`src/rtl/snake_dir_queue.sv`:
```
// Direction-command FIFO between button pulses and the snake game core.
// Optional feature macro: SNAKE_DIR_REVERSE_FILTER_EN (reject 180-degree reversals).
module snake_dir_queue #(
    parameter int DEPTH = 4
) (
    input  logic                       board_clk,
    input  logic                       reset,
    input  logic                       left,
    input  logic                       right,
    input  logic                       up,
    input  logic                       down,
    input  logic                       tick,
    input  logic                       flush,
    output logic [1:0]                 dir,
    output logic                       step,
    output logic [$clog2(DEPTH):0]     count,
    output logic                       full,
    output logic                       dropped
);

    localparam int AW = $clog2(DEPTH);
    localparam int CW = AW + 1;
    localparam logic [CW-1:0] FULL_COUNT = CW'(DEPTH);
    localparam logic [1:0] DIR_RIGHT = 2'b01;

    logic [1:0]    mem [DEPTH];
    logic [AW-1:0] wr_ptr;
    logic [AW-1:0] rd_ptr;
    logic [1:0]    last_dir;

    logic [2:0]    press_cnt;
    logic          single;
    logic          multi;
    logic [1:0]    cand;
    logic          dup;
    logic          rev_reject;
    logic          full_block;
    logic          accept;
    logic          drop;
    logic          pop;
    logic [CW-1:0] count_next;

    // Encoding: up 00, right 01, down 10, left 11; opposite differs only in bit 1.
    always_comb begin
        press_cnt = {2'b00, left} + {2'b00, right} + {2'b00, up} + {2'b00, down};
        single    = (press_cnt == 3'd1);
        multi     = (press_cnt > 3'd1);
        cand      = 2'b00;
        if (right) cand = 2'b01;
        if (down)  cand = 2'b10;
        if (left)  cand = 2'b11;
    end

    always_comb begin
        dup = (cand == last_dir);
`ifdef SNAKE_DIR_REVERSE_FILTER_EN
        rev_reject = (cand == (last_dir ^ 2'b10));
`else
        rev_reject = 1'b0;
`endif
        full_block = full && !tick;
        accept     = !reset && !flush && single && !dup && !rev_reject && !full_block;
        drop       = multi || (single && !accept);
        pop        = tick && (count != '0);
    end

    always_comb begin
        count_next = count;
        case ({accept, pop})
            2'b10:   count_next = count + 1'b1;
            2'b01:   count_next = count - 1'b1;
            default: count_next = count;
        endcase
    end

    // Storage needs no reset: count and pointers define which entries are live.
    always_ff @(posedge board_clk) begin
        if (accept)
            mem[wr_ptr] <= cand;
    end

    // A same-cycle write to the head slot (full with tick) still pops the old entry.
    always_ff @(posedge board_clk) begin
        if (reset || flush) begin
            dir      <= DIR_RIGHT;
            last_dir <= DIR_RIGHT;
            count    <= '0;
            full     <= 1'b0;
            step     <= 1'b0;
            dropped  <= 1'b0;
            wr_ptr   <= '0;
            rd_ptr   <= '0;
        end else begin
            step    <= tick;
            dropped <= drop;
            count   <= count_next;
            full    <= (count_next == FULL_COUNT);
            if (accept) begin
                wr_ptr   <= wr_ptr + 1'b1;
                last_dir <= cand;
            end
            if (pop) begin
                dir    <= mem[rd_ptr];
                rd_ptr <= rd_ptr + 1'b1;
            end
        end
    end

endmodule

```
`config.mk`:
```
export PLATFORM = sky130hd
export DESIGN_NAME = snake_dir_queue
export DESIGN_NICKNAME = d
export VERILOG_FILES = /design/src/rtl/snake_dir_queue.sv
export SDC_FILE = /design/constraint.sdc
export NUM_CORES = 1
export LEC_CHECK = 0
export ABC_AREA = 1
export BUFFER_PORTS_ARGS = -buffer_cell sky130_fd_sc_hd__buf_2
export CAP_MARGIN = 30
export CORE_MARGIN = 2
export CORE_UTILIZATION = 37
export CTS_CLUSTER_DIAMETER = 150
export DETAILED_ROUTE_END_ITERATION = 8
export SYNTH_ARGS = -nofsm -noshare
export SYNTH_HDL_FRONTEND = slang
export SYNTH_SLANG_ARGS = --single-unit
```
`constraint.sdc`:
```
create_clock -name board_clk -period 9.2 [get_ports board_clk]
set_input_delay 1.84 -clock board_clk [delete_from_list [all_inputs] [get_ports board_clk]]
set_output_delay 1.84 -clock board_clk [all_outputs]
set_load 0.02 [all_outputs]
```
==> flow_summary.yaml <==
critical_path:
  critPathRequiredTime_ps: 9400
  crit_family: "adder cells"
  max_stage_delay_ps: 540
  crit_path_frequent_cell: "inv_1"
  cp_num_buf_inv: 5
  startpoint_type: "primary input"
  critPathMaxFanout: 7
  crit_chain: "buf_2 -> inv_1 -> fa_1 -> inv_1 -> ha_1 -> inv_1 -> ha_1 -> nand3b_4 -> nor3_4 -> nand2_4 -> ha_1 -> inv_1 -> fa_1 -> nor2_1 -> a21oi_1 -> nand2_1 -> nor3_1"
  crit_type: "in -> reg"
  crit_slowest_cell: "fa_1"
  cp.arrival_ps: 4670
  end_kind: "register"
yosys:
  syn_area_per_cell_um2: 8.70
  yosysWarnings: 0
  yosys_register_bits: 22
  synthDistinctLibCells: 25
  ys_seq_area_share_pct: 45.3
  postSynthCellCount: 132
  syn_area_mm2: 0.00115
  synth_async_sr_flop_share_pct: 0
  synth_ff_type: "dfxtp_1"
  synth_edf_count: 8
  synth_fp_nets: 150
power_and_ir_drop:
  pwr_density_cell_mw_per_mm2: 150
  ir_drop_v: 0.0000767
  p_leak_uw: 0.000590
drt:
  routed_via_density: 4.70
  wl_met3_um: 56
  vias: 865
  wire_per_inst_um: 10.1
  drtIter0Drc: 60
  dr.max_layer_used: "met4"
  first_pass_iters: 4
  finalWirelength_mm: 1.85
  ant_nets: 0
  drc: 0
  met2_wirelength_um: 895
  m1WireLength_um: 872
floorplan:
  coreArea_mm2: 0.00300
  core.rowCount: 20
  die_h_um: 59.7
  ioPinCount: 16
  dieArea_mm2: 0.00357
  start_util_pct: 38.3
  dieWidth_um: 59.7
global_route:
  antenna_found_initial: 0
  first_global_vias: 791
  grt_first_pass_wirelength_mm: 3.22
  grt_remaining_overflow: 0
  grt_max_degree: 14
  grtUsageTotal_pct: 12.2
cts:
  clk_latency_ps: 300
  clockRootBuffer: "clkbuf_4"
  clk_pin_slew_worst_paths_ps: 120
  tritoncts: "done"
  cts_hold_buf: 0
  cts_made_buffers: 3
  cts_setup_buffers: 0
  cts_buffer_depth: 2
  h-tree-depth: 1
  cts_sinks: 22
  cts_resized: 0
cells_and_area:
  final_layout_size_suffix_gt1_share_pct: 18.5
  antennaDiodeCount: 0
  final_area_mm2: 0.00132
  area_delta_synth_final_pct: 14.7
  fin_nets: 170
timing:
  post-route-period-util_pct: 48.6
  relSlewSlack_pct: 78.0
  fin_skew_ps: 1.95
  setup_viol: 0
  finalCriticalPeriod_ps: 4470
  fmax_mhz: 224
  rsz0062_at_grt: "false"
  hold_viol: 0
  slew_viol_final: 0
  tightestPinTransition_ps: 329
  tns_ps: 0
placement:
  dp_hpwl_mm: 1.46
  place_area_mm2: 0.00126
  port_buffers: 15
  gp_congestion: 0.827
hold_path:
  min_path_type: "reg -> reg"
job:
  maxCapViolations: 0
outcome:
  status: "complete, no violations"
-- worst register-to-register path, cell delays in order (launching register included) --
cell	delay, ps
dfxtp_1	400
inv_1	90
nand3_1	90
nand2_1	130
inv_1	160
ha_1	160
inv_1	60
fa_1	480
nor2_1	40
a21oi_1	160
nand2_1	90
nor3_1	190
-- layout make-up --
type / count / area, µm²
Sequential cell: 22 / 520
Clock buffer: 3 / 22.5
Tap cell: 33 / 41.3
Fill cell: 303 / 1690
Clock inverter: 1 / 30.0
Inverter: 27 / 101
Multi-Input combinational cell: 83 / 527
Timing Repair Buffer: 15 / 75.1
-- flip-flops by register name, summed over array words and instances, names as in the netlist --
name / flops
wr_ptr: 2
last_dir: 2
mem: 8
full: 1
count: 3
step: 1
dropped: 1
rd_ptr: 2
dir: 2
-- cell usage in the layout (no fill, tap or decap), types with 2 or more instances in the layout --
cell,count
o21ai_0,7
fa_1,2
ha_1,8
inv_1,25
dfxtp_1,14
nand2_1,18
nand3_1,10
nor2_2,2
nand2_4,2
edfxtp_1,8
clkbuf_4,3
buf_2,15
a21oi_1,6
nor2_1,17
-- power breakdown --
| part | switching [µW] | total, µW | internal (µW) |
|---|---|---|---|
| Clock | 28.3 | 72.3 | 44.0 |
| Sequential | 0.866 | 103 | 102 |
| Combinational | 13.9 | 22.6 | 8.64 |
-- kinds of logic (layout without fill, tap and decap cells) --
| family | after synthesis | count (layout) | synth area share (%) |
|---|---|---|---|
| buffers and inverters | 27 | 46 | 8.82 |
| DFF | 22 | 22 | 45.3 |
| and+or+nand+nor | 57 | 57 | 26.3 |
| AOI/OAI and AO/OA | 15 | 15 | 6.64 |
| adders and majority gates | 10 | 10 | 12.2 |
| xor gates and xnor gates | 1 | 1 | 0.763 |
-- per-layer routing --
layer	GRT usage, %	up-vias
li1	-	456
met1	14.1	393
met2	20.7	14
met3	3.90	2
met4	5.40	0
met5	0	-
-- synth_stat cells (2+ instances only) --
cell type,instances,area (µm²)
nand2_1,18,67.6
ha_1,8,100
nand2_4,2,22.5
edfxtp_1,8,240
a21oi_1,6,30.0
dfxtp_1,14,280
nand3_1,10,50.1
nor2_2,2,12.5
inv_1,25,93.8
o21ai_0,7,35.0
nor2_1,17,63.8
fa_1,2,40.0
-- through the flow --
step	hold slack, ps	util (%)	cells	total power (µW)	setup slack, ps
after CTS	473	43.9	184	200	4730
after floorplan	463	-	132	122	4700
after global routing	502	43.9	184	208	4520
after global placement	443	42.1	180	127	4460
after detailed placement	444	42.1	180	128	4390
final	471	43.9	184	198	4730
-- final timing paths --
| path | slack [ps] | startpoint | cells past startpoint | end |
|---|---|---|---|---|
| worst min register to register | 470 | dir[0]$_SDFFE_PP1P_ | 2 | dir[0]$_SDFFE_PP1P_ |
| worst max-delay path | 4730 | left | 17 | full$_SDFF_PP0_ |
| worst min-delay path | 470 | dir[0]$_SDFFE_PP1P_ | 2 | dir[0]$_SDFFE_PP1P_ |
| worst max register to register | 7070 | count[0]$_SDFF_PP0_ | 11 | full$_SDFF_PP0_ |
Note: power is estimated with default switching activity, not from simulation.
